<file path="src/rtl/npu_operand_streamer.sv">
// Purpose: buffers up to DEPTH {data, weight} operand pairs, streams them to the NPU on start, then waits for the NPU result.
// Latency: first valid beat is one cycle after start is sampled; result/result_valid appear one cycle after done is sampled in WAIT.
// Backpressure: none toward the NPU (beats are back-to-back); loads are refused while full or while not IDLE; WAIT aborts after TIMEOUT cycles.
//
// Ports:
//   clk, rst_n          - single clock, asynchronous active-low reset
//   ld_en/ld_data/ld_weight - push one operand pair (IDLE only, not full)
//   start               - begin streaming buffered pairs (IDLE only, count>0)
//   in_data/weight/valid - registered operand beats to the NPU
//   out_data/done       - NPU result, sampled only in WAIT
//   count/full          - buffer occupancy, from registered count only
//   busy                - FSM is not IDLE
//   result/result_valid - last captured NPU result and its one-cycle update pulse
//   timeout             - sticky abort flag, cleared by the next accepted start
module npu_operand_streamer #(
   parameter int BANDWIDTH = 32,
   parameter int DEPTH     = 8,
   parameter int TIMEOUT   = 64
) (
   input  logic                     clk,
   input  logic                     rst_n,
   input  logic                     ld_en,
   input  logic [BANDWIDTH-1:0]     ld_data,
   input  logic [31:0]              ld_weight,
   input  logic                     start,
   output logic [BANDWIDTH-1:0]     in_data,
   output logic [31:0]              weight,
   output logic                     valid,
   input  logic [31:0]              out_data,
   input  logic                     done,
   output logic [$clog2(DEPTH):0]   count,
   output logic                     full,
   output logic                     busy,
   output logic [31:0]              result,
   output logic                     result_valid,
   output logic                     timeout
);

   localparam int AW = $clog2(DEPTH);
   localparam int CW = AW + 1;
   localparam int TW = $clog2(TIMEOUT) + 1;
   localparam int EW = BANDWIDTH + 32;

   typedef enum logic [1:0] {
      S_IDLE   = 2'd0,
      S_STREAM = 2'd1,
      S_WAIT   = 2'd2
   } state_t;

   // Operand buffer: no reset, contents are only ever read below count.
   logic [EW-1:0] mem_q [DEPTH];

   state_t               state_q, state_d;
   logic [CW-1:0]        count_q, count_d;
   logic [CW-1:0]        rd_idx_q, rd_idx_d;
   logic [TW-1:0]        wait_cnt_q, wait_cnt_d;
   logic                 valid_q, valid_d;
   logic [BANDWIDTH-1:0] in_data_q, in_data_d;
   logic [31:0]          weight_q, weight_d;
   logic [31:0]          result_q, result_d;
   logic                 result_valid_q, result_valid_d;
   logic                 timeout_q, timeout_d;
   logic                 wr_en;
   logic [EW-1:0]        rd_entry;

   assign full     = (count_q == CW'(DEPTH));
   assign count    = count_q;
   assign busy     = (state_q != S_IDLE);
   assign valid    = valid_q;
   assign in_data  = in_data_q;
   assign weight   = weight_q;
   assign result   = result_q;
   assign result_valid = result_valid_q;
   assign timeout  = timeout_q;

   assign rd_entry = mem_q[rd_idx_q[AW-1:0]];

   always_comb begin
      state_d        = state_q;
      count_d        = count_q;
      rd_idx_d       = rd_idx_q;
      wait_cnt_d     = wait_cnt_q;
      valid_d        = 1'b0;
      in_data_d      = '0;
      weight_d       = '0;
      result_d       = result_q;
      result_valid_d = 1'b0;
      timeout_d      = timeout_q;
      wr_en          = 1'b0;

      case (state_q)
         S_IDLE: begin
            // start wins over a same-cycle load; entry 0 goes out immediately
            // so the first beat lands in the cycle after start is sampled.
            if (start && (count_q != '0)) begin
               state_d   = S_STREAM;
               timeout_d = 1'b0;
               valid_d   = 1'b1;
               {in_data_d, weight_d} = mem_q[0];
               rd_idx_d  = CW'(1);
            end else if (ld_en && !full) begin
               wr_en   = 1'b1;
               count_d = count_q + CW'(1);
            end
         end
         S_STREAM: begin
            if (rd_idx_q == count_q) begin
               state_d    = S_WAIT;
               wait_cnt_d = '0;
            end else begin
               valid_d  = 1'b1;
               {in_data_d, weight_d} = rd_entry;
               rd_idx_d = rd_idx_q + CW'(1);
            end
         end
         S_WAIT: begin
            if (done) begin
               result_d       = out_data;
               result_valid_d = 1'b1;
               count_d        = '0;
               state_d        = S_IDLE;
            end else if (wait_cnt_q == TW'(TIMEOUT - 1)) begin
               // This was the TIMEOUT-th WAIT cycle without done.
               timeout_d = 1'b1;
               count_d   = '0;
               state_d   = S_IDLE;
            end else begin
               wait_cnt_d = wait_cnt_q + TW'(1);
            end
         end
         default: begin
            state_d = S_IDLE;
         end
      endcase
   end

   always_ff @(posedge clk or negedge rst_n) begin
      if (!rst_n) begin
         state_q        <= S_IDLE;
         count_q        <= '0;
         rd_idx_q       <= '0;
         wait_cnt_q     <= '0;
         valid_q        <= 1'b0;
         in_data_q      <= '0;
         weight_q       <= '0;
         result_q       <= '0;
         result_valid_q <= 1'b0;
         timeout_q      <= 1'b0;
      end else begin
         state_q        <= state_d;
         count_q        <= count_d;
         rd_idx_q       <= rd_idx_d;
         wait_cnt_q     <= wait_cnt_d;
         valid_q        <= valid_d;
         in_data_q      <= in_data_d;
         weight_q       <= weight_d;
         result_q       <= result_d;
         result_valid_q <= result_valid_d;
         timeout_q      <= timeout_d;
      end
   end

   always_ff @(posedge clk) begin
      if (wr_en) begin
         mem_q[count_q[AW-1:0]] <= {ld_data, ld_weight};
      end
   end

endmodule

</file>
<file path="config.mk">
export PLATFORM = sky130hd
export DESIGN_NAME = npu_operand_streamer
export DESIGN_NICKNAME = d
export VERILOG_FILES = /design/src/rtl/npu_operand_streamer.sv
export SDC_FILE = /design/constraint.sdc
export NUM_CORES = 1
export LEC_CHECK = 0
export CAP_MARGIN = 10
export CORE_MARGIN = 8
export CORE_UTILIZATION = 30
export DETAILED_ROUTE_END_ITERATION = 8
export PLACE_DENSITY_LB_ADDON = 0.1
export SLEW_MARGIN = 20
export SYNTH_ARGS = -nofsm -noshare
export SYNTH_HDL_FRONTEND = slang
export SYNTH_SLANG_ARGS = --single-unit
</file>
<file path="constraint.sdc">
create_clock -name clk -period 7.8 [get_ports clk]
set_input_delay 0.78 -clock clk [delete_from_list [all_inputs] [get_ports clk]]
set_output_delay 0.78 -clock clk [all_outputs]
set_load 0.01 [all_outputs]
</file>
# == Word level (Yosys, flattened, before mapping) ==
# Memories as Yosys holds them, arrays and structs flattened.
# Cells that the tools add are included.
# totals
wordCells,80
inputBits,101
out_inout_bits,105
mem_bits_rw,512
regBits,116
mem_count,1
latch_bits,0
romBits,0
# memory_table
memory,words,word_bits,read_ports,rd_ports_with_merged_regs,write_ports,line_no,source
mem_q,8,64,2,0,1,51,logic [EW-1:0] mem_q [DEPTH];
# op_classes
reduce_logical,15
eq_ne,14
div_mod_pow,0
n_bitwise,0
n_addsub,3
mux,37
mul,0
shifts,0
magnitude_cmp,0
# ops
cell,n
32-bit two-way mux,4
32-bit one-hot mux with 2 select lines,2
4-bit two-way mux,6
7-bit two-way mux,3
"2-bit inequality test, second input constant",8
4-bit one-hot mux with 2 select lines,2
7-bit one-hot mux with 2 select lines,1
1-bit two-way mux,12
4-bit AND reduction,3
"4-bit by 1-bit adder with 4-bit output, second input constant",2
2-bit two-way mux,4
2-bit nonzero test,4
"7-bit by 1-bit adder with 7-bit output, second input constant",1
"7-bit by 6-bit == test with 1-bit output, second input constant",1
2-bit one-hot mux with 3 select lines,1
3-bit AND reduction,2
4-bit == test,1
"4-bit == test, second input constant",1
1-bit one-hot mux with 2 select lines,2
4-bit nonzero test,1
"3-bit inequality test, second input constant",1
"2-bit by 1-bit == test with 1-bit output, second input constant",1
"2-bit == test, second input constant",1
1-bit logical AND,2
other kinds (3),3

# == Logic depth before layout (Yosys ltp) ==
# Gate-level depths: netlist (run 1).
# depth
word_depth,8
depth_mapped,8
depth_no_buf,6

# == Least setup slack after synthesis (run 1) ==
# No wires, ideal clock.
# synth_path
path_type,register -> register
startpoint,"reg count_q[1], in the netlist count[1]"
endpoint,mem mem_q[0][0] (netlist name) (enable)
n_path_buf,0
t_required_ns,7.235
stages_incl_launch_ff,7
slack_ns,1.232
arrival_time_ns,6.003
period_less_slack_ns,6.568
setup_time_ns,0.565
path_cell_list,dfrtp_1 > inv_1 > ha_1 > and3b_1 > a2111oi_4 > nand2_1 > nor3_1
# synth_between
elab_chain_len,8
word_cells_on_any_way,10
classes_between,1 x eq/ne; 5 x mux; 4 x reduce/logical
# synth_lines
item,line_no,source
"start, declared",54,"logic [CW-1:0] count_q, count_d;"
"start signal, assigned",151,count_q <= count_d;
4-bit == test,66,assign full = (count_q == CW'(DEPTH));
net full,32,"output logic full,"
1-bit logical NOT,101,end else if (ld_en && !full) begin
1-bit logical AND,101,
1-bit two-way mux,101,
1-bit two-way mux,95,if (start && (count_q != '0)) begin
1-bit two-way mux,91,case (state_q)
1-bit two-way mux,164,if (wr_en) begin
1-bit two-way mux (implied by the code),165,"mem_q[count_q[AW-1:0]] <= {ld_data, ld_weight};"
"end, declared",51,
# The timed path passes the listed nets, and every way through them passes these cells.

# == Final worst setup path (run 1) ==
# layout_path
startpoint,"reg count_q[1], in the netlist count[1]"
endpoint,mem mem_q[4][52] (netlist name) (enable)
# layout_between
elab_chain_len,8
word_cells_on_any_way,10
classes_between,1 x eq/ne; 5 x mux; 4 x reduce/logical
# layout_lines
item,line_no
4-bit == test,66
1-bit logical NOT,101
1-bit logical AND,101
1-bit two-way mux,101
1-bit two-way mux,95
1-bit two-way mux,91
1-bit two-way mux,164
1-bit two-way mux (implied by the code),165
# Parallel ways exist; a longest one is shown, timed or not.

==> summary.txt, run 1 <==
Run status
  – Status: complete, no violations

Critical path
  – Startpoint Class: register
  – CP required: 8.01 ns
  – Critical path arrival: 4.09 ns
  – Crit end category: register
  – Crit Path Max Fanout: 39
  – Crit Path Category: register to register

Timing
  – Setup ws final: 3.92 ns
  – Achievable Freq: 0.258 GHz
  – Slew @ Worst Pin: 1.02 ns
  – Slew margin rel.: 0.317
  – RSZ-0062 raised after global routing: false
  – Fin crit period: 3.88 ns
  – Final hold violations: 0
  – Fin crit share: 0.497
  – Layout Skew: 0.0195 ns
  – Fin Setup TNS: 0 ns
  – Final setup violating endpoints: 0
  – Slew Viols, Final: 0

Run
  – Max_cap viols: 0

Place
  – Routability Congestion: 0.735
  – IO buf count: 205
  – DP Area: 27100 um^2
  – DP Cell Count: 2485
  – Worst slack at placement: 3.67 ns
  – Hpwl dp: 33600 um

Global routing
  – Global-route wire length before repair: 89700 um
  – Total gr overflow: 0
  – Pin count of the biggest net entering global routing: 67
  – Initial antenna violation count: 4
  – GRT Total Usage: 0.133
  – Vias in the first global route: 13400

Layout
  – Design area: 29300 um^2
  – Layout cells sized above 1: 0.173
  – Final #Nets: 1616
  – # fillers: 7285
  – Finished Layout Cells: 2620
  – Layout area overhead: 23.3%

CTS
  – CTS Sinks: 628
  – Clk Latency, worst-skew pair: 0.59 ns
  – # Post-CTS Setup Buffers: 0
  – Num CTS Buffers: 71
  – Post_cts resized: 0
  – CTS tree: done
  – Clock Path Buffers: 3
  – Clock slew at reported path FFs: 0.06 ns
  – CTS Root Cell: clkbuf_16
  – Hold_buf cts: 0
  – CTS H-tree depth: 3

Worst hold path
  – Worst hold path class: input pin to async pin

Yosys
  – Top post-synthesis cells by area: edfxtp_1 65%, dfrtp_1 12%, mux4_2 12%
  – Synth Instances: 1273
  – Synth Cell Area: 23800 um^2
  – Register area share after synthesis: 0.768
  – Count leader, synth: edfxtp_1
  – Synth Register Bits: 628
  – Top-area cell type share of the netlist area: 0.646
  – Avg Cell Area, Syn: 18.7 um^2
  – Mapped Nets: 1378
  – Post-synth top flop: edfxtp_1
  – FFs w/ async S/R, synth: 0.185
  – Commonest cells post-synth: 512 x edfxtp_1, 296 x nand2_1, 128 x mux4_2, 116 x dfrtp_1, 64 x a22o_1
  – Biggest area consumer among synthesized cells: edfxtp_1
  – Cell variety after synth: 45
  – Ys Warns: 0
  – Post-synth EDFFs: 512

Detailed routing
  – Via count: 12200
  – Via density: 4.66
  – Drt initial violations: 643
  – Drt wl/cell: 22.7 um
  – DR pass1 iterations: 5
  – Detail Route Antenna Nets: 0
  – Final wirelength: 59400 um
  – Post-route DRC violation count: 0

Die
  – Core box area: 78700 um^2
  – Starting Density: 0.302
  – Die Span X: 298 um
  – Die area: 88600 um^2
  – DIE HEIGHT: 298 um
  – Site Rows: 103
  – I/O pin cnt: 206

Power
  – Total Power: 10.1 mW
  – Static Leak: 10.2 nW
  – Pwr Density: 344 nW/um^2
  – Worst vdd ir: 0.000139 V
critical path, cell delays in order, from the launching register on:
cell and delay (ns):
dfrtp_1 0.51, inv_1 0.18, ha_1 0.29, and3b_1 0.26, a2111oi_4 0.41, nand2_1 0.30
nor2_4 0.79, buf_4 0.70
worst paths after layout:
path                       startpoint           end  slack (ns)  depth (start not counted)
hold / removal                  rst_n    result[10]        0.24                          1
min in group clk            result[1]     result[1]        0.47                          2
hold reg to reg             result[1]     result[1]        0.47                          2
setup reg to reg             count[1]  mem_q[4][52]        3.92                          7
setup / recovery             count[1]  mem_q[4][52]        3.92                          7
max in group asynchronous       rst_n    weight[15]        6.18                          2
through the flow:
stage / utilization / hold slack (ns)
global placement: 0.344 / 0.456
floorplan: - / 0.470
CTS: 0.372 / 0.219
detailed placement: 0.344 / 0.461
finish: 0.373 / 0.236
global route: 0.372 / 0.258
cells in the final DEF, fill, tap and decap left out, types with 3 or more instances in the layout:
cell,netlist,final
nand2b_1,3,3
buf_4,1,23
inv_6,0,4
inv_1,13,12
dfrtp_4,0,3
nor2_1,11,7
nand3_1,4,4
o31ai_1,3,3
clkbuf_1,30,24
nand2_1,296,296
edfxtp_1,512,512
ha_1,4,4
a21oi_1,3,3
clkinv_1,0,10
a22o_1,64,64
o21ai_0,8,8
clkbuf_8,0,6
nor3_2,0,4
clkinv_2,0,9
dfrtp_1,116,113
clkdlybuf4s50_1,0,204
nor2_4,0,4
xnor2_1,5,5
mux4_2,128,128
clkbuf_16,0,73
power by group:
part	internal (mW)	switching, mW
Clock	1.85	1.31
Combinational	1.27	1.34
Sequential	4.07	0.229
Total	7.19	2.89
flip-flops by register name (all words and copies together) (netlist names):
name          cells
state_q           2
rd_idx_q          4
timeout           1
count             4
result           32
valid             1
wait_cnt_q        7
weight           32
in_data          32
mem_q           512
result_valid      1
per-layer routing:
metal | vias up | global-route usage | wire [um] | part of all wire
met5 | - | 0 | 41 | 0.00069
met4 | 6 | 0.0371 | 1060 | 0.018
met3 | 81 | 0.0324 | 3430 | 0.058
met2 | 311 | 0.216 | 28000 | 0.47
met1 | 6393 | 0.177 | 26900 | 0.45
li1 | 5413 | - | - | -
cells by family (layout without fill, tap and decap cells):
logic type | count (synthesis) | in the layout | synth area share
buffers and inverters | 79 | 375 | 0.0168
multiplexers | 129 | 129 | 0.122
flip-flops | 628 | 628 | 0.768
AND/OR/NAND/NOR | 335 | 335 | 0.0557
AO/OA/AOI/OAI | 92 | 92 | 0.0333
other | 0 | 1 | 0
XOR/XNOR | 6 | 6 | 0.00221
adder cells (fa/ha/maj) | 4 | 4 | 0.00210
area by class of cell:
class                           instances  area [um^2]  area share
Clock inverter                         28          201     0.00687
Inverter                               13         51.3     0.00175
Sequential cell                       628        18300       0.623
Clock buffer                          103         2000      0.0682
Multi-Input combinational cell        566         5180       0.177
Antenna cell                            1         2.50   0.0000853
Tap cell                             1050         1310      0.0448
Timing Repair Buffer                  231         2290      0.0782
Note: power is estimated with default switching activity, not from simulation.
==> run 2, diff against run 1 <==
clock period = 3.3 ns   (was 7.8 ns; I/O delays follow)
==> run 2 against run 1 <==
First-iteration DRC count down 6.1%. Fmax rose by 37%. Combinational power grew 150%. Via count increased by 0.25%. Utilization increased by 0.53 points. Power is 140% higher. Routed wire length increased by 0.78%. Critical path depth unchanged. Clock-buffer cell count shrank 5. Worst setup slack got worse by 3.4 ns. Clock power is 150% higher. Die area stayed put. Largest cell class unchanged.
==> summary.txt, run 2 (synthesized netlist as in run 1, its figures left out) <==
Power
  – Total Power: 24.5 mW
  – Clock power share: 0.322
  – Sw power: 7.03 mW
  – Power share of the combinational group: 0.266
  – Register share of total power: 0.412
  – Pwr Density: 824 nW/um^2
  – Switch share: 0.287
  – Worst vdd ir: 0.000520 V
  – Internal power: 17.5 mW
  – Static Leak: 10.3 nW

Run
  – Max_cap viols: 0

CTS
  – CTS Sinks: 628
  – CTS tree: done
  – CTS H-tree depth: 3
  – Clk Latency, worst-skew pair: 0.61 ns
  – CTS Root Cell: clkbuf_16
  – # Post-CTS Setup Buffers: 0
  – Num CTS Buffers: 74
  – Clock Path Buffers: 3
  – Clock slew at reported path FFs: 0.06 ns

Critical path
  – CP required: 3.54 ns
  – Crit Path Max Fanout: 24
  – Cell Chain, Critical Path: inv_4 -> ha_4 -> nand2b_1 -> a2111oi_4 -> nand2_2 -> nor3_4 -> buf_4
  – Worst path max stage delay: 0.56 ns
  – Crit Path Category: register to register
  – Critical path arrival: 3.06 ns
  – Slowest CP cell: a2111oi_4
  – Crit end category: register
  – Startpoint Class: register

Detailed routing
  – Drt initial violations: 604
  – Detail Route Antenna Nets: 0
  – Final wirelength: 59900 um
  – Post-route DRC violation count: 0
  – Via count: 12200
  – DR pass1 iterations: 5
  – Drt wl/cell: 22.7 um
  – Via density: 4.65

Die
  – Die Span X: 298 um
  – Site Rows: 103
  – Core box area: 78700 um^2
  – Die area: 88600 um^2
  – I/O pin cnt: 206
  – DIE HEIGHT: 298 um
  – Starting Density: 0.302

Global routing
  – Total gr overflow: 0
  – GRT Total Usage: 0.134
  – Vias in the first global route: 13300
  – Pin count of the biggest net entering global routing: 95
  – Global-route wire length before repair: 90000 um
  – Met1 Resource Use GR: 0.183
  – Initial antenna violation count: 1
  – Met3 GRT Util: 0.0288
  – GRT met2 Usage: 0.218
  – Gr busiest metal: met2

Layout
  – Sequential cell area: 18300 um^2
  – Area of the multi-input gates: 5230 um^2
  – Finished Layout Cells: 2633
  – Layout area overhead: 25.1%
  – Final #Nets: 1628
  – Layout cells sized above 1: 0.187
  – Layout Utilization: 0.378
  – # diodes: 0
  – Max reg flops: 512
  – Most common cell after layout, fill and taps aside: edfxtp_1
  – Most frequent cells in the layout: 512 x edfxtp_1, 294 x nand2_1, 204 x clkdlybuf4s50_1
  – # fillers: 7214

Place
  – IO buf count: 205
  – Routability Congestion: 0.740
  – DP Cell Count: 2496
  – Hpwl dp: 33600 um

Timing
  – Layout Skew: 0.0242 ns
  – Final setup violating endpoints: 0
  – RSZ-0062 raised after global routing: false
  – Final hold violations: 0
  – Slew Viols, Final: 0
  – Fin crit share: 0.856
  – Slew @ Worst Pin: 0.994 ns
  – Achievable Freq: 0.354 GHz
  – Fin Setup TNS: 0 ns
  – Fin crit period: 2.83 ns
  – Slew margin rel.: 0.337

Worst hold path
  – Worst hold path class: input pin to register

Run status
  – Status: complete, no violations
## run 2: cell types whose count changed in the layout (fill, tap and decap cells not counted), sizes merged
cell         change
buf              +7
bufinv           +3
clkbuf           -4
clkinv           +5
clkinvlp         +2
diode            -1
dlygate4sd3      +1
## run 2: what timing repair did
action,in CTS,in global routing
gates resized for setup,0,0
hold buffers,1,0
endpoints found under the hold margin,92,0
## run 2: power groups by stage
stage	combinational, mW	sequential (mW)	clock, mW
after global placement	6.72	10.3	0
after floorplan	3.80	10.3	0
after detailed placement	6.68	10.3	0
after CTS	6.72	10.1	8.20
final	6.51	10.1	7.90
after global routing	7.06	10.2	8.51
## run 2: cell type report
| cell class | instances | share of cell area |
|---|---|---|
| Timing Repair Buffer | 240 | 0.0839 |
| Sequential cell | 628 | 0.615 |
| Multi-Input combinational cell | 566 | 0.176 |
| Tap cell | 1050 | 0.0442 |
| Clock inverter | 38 | 0.0120 |
| Inverter | 13 | 0.00177 |
| Clock buffer | 98 | 0.0677 |
## run 2: final timing paths
| kind | slack (ns) | startpoint | endpoint | depth (start not counted) |
|---|---|---|---|---|
| min in group asynchronous | 0.40 | rst_n | in_data[2] | 2 |
| min reg2reg | 0.47 | result[29] | result[29] | 2 |
| max | 0.47 | count[1] | mem_q[1][35] | 7 |
| max in group asynchronous | 2.01 | rst_n | in_data[0] | 3 |
| min | 0.27 | out_data[17] | result[17] | 3 |
| max reg2reg | 0.47 | count[1] | mem_q[1][35] | 7 |
## run 2: routing by layer
metal  vias up  routed length (um)  part of all wire
met5         -                   0                 0
met4         0                 921             0.015
met3        60                2800             0.047
met2       283               28800              0.48
met1      6452               27400              0.46
li1       5440                   -                 -
## run 2: worst max-delay path: cells and delay by family (launching register included)
kind | cells | cell delay (ns)
AO/OA/AOI/OAI | 1 | 0.56
buffers and inverters | 2 | 0.56
adder cells (fa/ha/maj) | 1 | 0.17
AND/OR/NAND/NOR | 3 | 0.64
flip-flops | 1 | 0.50
## run 2: per-stage QoR
stage          setup WS, ns  hold slack [ns]  area, um^2
2_1_floorplan        -0.286           0.0344       23900
3_3_place_gp          0.561            0.458       27400
3_5_place_dp          0.494            0.462       27400
4_1_cts               0.458            0.211       29700
5_1_grt               0.327            0.238       29700
6_report              0.475            0.268       29700
==> run 3, diff against run 2 <==
SLEW_MARGIN = default   (was 20)
==> run 3 against run 2 <==
Flip-flop and latch count did not move. Utilization hardly changed. Worst setup slack stayed put. Via count did not move. Routed wire length about the same. Critical path depth stayed put. Worst hold slack did not move. Fmax unchanged. Clock-buffer cell count unchanged. First-iteration DRC count stayed put. Sequential power about the same. Die area unchanged. Critical path type unchanged.
==> summary.txt, run 3 (synthesized netlist as in run 1, its figures left out) <==
Run status
  – Status: complete, no violations

Layout
  – Max reg flops: 512
  – Layout area overhead: 25.0%
  – Layout cells sized above 1: 0.187
  – Final #Nets: 1628
  – # diodes: 0
  – Most frequent cells in the layout: 512 x edfxtp_1, 294 x nand2_1, 204 x clkdlybuf4s50_1
  – Most common cell after layout, fill and taps aside: edfxtp_1
  – Layout Utilization: 0.378

Worst hold path
  – Worst hold path class: input pin to register

CTS
  – Clk Latency, worst-skew pair: 0.61 ns
  – Post_cts resized: 0
  – CTS Root Cell: clkbuf_16
  – Clock Path Buffers: 3
  – Num CTS Buffers: 74
  – CTS Sinks: 628
  – CTS H-tree depth: 3
  – CTS tree: done
  – Clock slew at reported path FFs: 0.06 ns

Detailed routing
  – Drt initial violations: 604
  – Drt wl/cell: 22.7 um
  – Final wirelength: 59900 um
  – Via density: 4.65
  – DR pass1 iterations: 5
  – Detail Route Antenna Nets: 0
  – Post-route DRC violation count: 0
  – Via count: 12200

Critical path
  – Crit Path Max Fanout: 24
  – Worst Path Buf+Inv: 2
  – Startpoint Class: register
  – Worst path max stage delay: 0.56 ns
  – Critical path arrival: 3.06 ns
  – CP required: 3.54 ns
  – CP delay by family, top: simple AND/OR/NAND/NOR gates
  – Cell Chain, Critical Path: inv_4 -> ha_4 -> nand2b_1 -> a2111oi_4 -> nand2_2 -> nor3_4 -> buf_4
  – Crit end category: register
  – Slowest CP cell: a2111oi_4
  – Crit Path Category: register to register

Die
  – Site Rows: 103
  – I/O pin cnt: 206
  – Die Span X: 298 um
  – Starting Density: 0.302
  – Core box area: 78700 um^2
  – Die area: 88600 um^2
  – DIE HEIGHT: 298 um

Timing
  – Slew margin rel.: 0.337
  – RSZ-0062 raised after global routing: false
  – Slew Viols, Final: 0
  – Layout Skew: 0.0242 ns
  – Final setup violating endpoints: 0
  – Slew @ Worst Pin: 0.994 ns
  – Fin crit share: 0.856
  – Fin Setup TNS: 0 ns
  – Fin crit period: 2.83 ns
  – Final hold violations: 0
  – Achievable Freq: 0.354 GHz

Global routing
  – GRT Total Usage: 0.134
  – Pin count of the biggest net entering global routing: 95
  – Total gr overflow: 0
  – Global-route wire length before repair: 90000 um
  – Vias in the first global route: 13300
  – Initial antenna violation count: 1

Power
  – Total Power: 24.5 mW
  – Pwr Density: 824 nW/um^2
  – Worst vdd ir: 0.000520 V
  – Static Leak: 10.3 nW

Place
  – IO buf count: 205
  – Hpwl dp: 33600 um
  – Routability Congestion: 0.740

Run
  – Max_cap viols: 0
## run 3: worst min-delay path, delay by kind of cell
kind | cells | cell delay, ns
buf+inv | 1 | 0.40
simple gates | 2 | 0.10
## run 3: final timing paths
path / from / endpoint / slack [ns] / depth (start not counted)
max: count[1] / mem_q[1][35] / 0.47 / 7
min: out_data[17] / result[17] / 0.27 / 3
max reg2reg: count[1] / mem_q[1][35] / 0.47 / 7
min reg2reg: result[29] / result[29] / 0.47 / 2
max in group asynchronous: rst_n / in_data[0] / 1.94 / 3
min in group asynchronous: rst_n / in_data[2] / 0.43 / 2
## run 3: where the power goes
part,leakage [nW],internal [mW],switching [mW]
Clock,1.15,4.71,3.19
Sequential,6.12,9.62,0.487
Combinational,3.07,3.16,3.36
## run 3: area by class of cell
cell class | instances | area [um^2]
Inverter | 13 | 52.6
Multi-Input combinational cell | 566 | 5230
Clock buffer | 98 | 2010
Fill cell | 7213 | 49000
Timing Repair Buffer | 240 | 2490
Clock inverter | 38 | 357
Sequential cell | 628 | 18300
Tap cell | 1050 | 1310
## run 3: per-layer routing
layer / vias up / track usage / part of all wire
li1: 5440 / - / -
met1: 6452 / 0.183 / 0.46
met5: - / 0 / 0
met2: 283 / 0.218 / 0.48
met3: 60 / 0.0288 / 0.047
met4: 0 / 0.0351 / 0.015
## run 3: stage by stage
step	area [um^2]	setup WS (ns)	instances	hold slack (ns)
finish	29700	0.475	2633	0.268
global route	29700	0.327	2633	0.238
global placement	27400	0.561	2496	0.458
floorplan	23900	-0.286	1273	0.0344
detailed placement	27400	0.494	2496	0.462
CTS	29700	0.458	2633	0.211
## run 3: repair_timing
item                      CTS  global route
hold endpoints to repair   92             0
buffers inserted            0             0
hold buffers                1             0
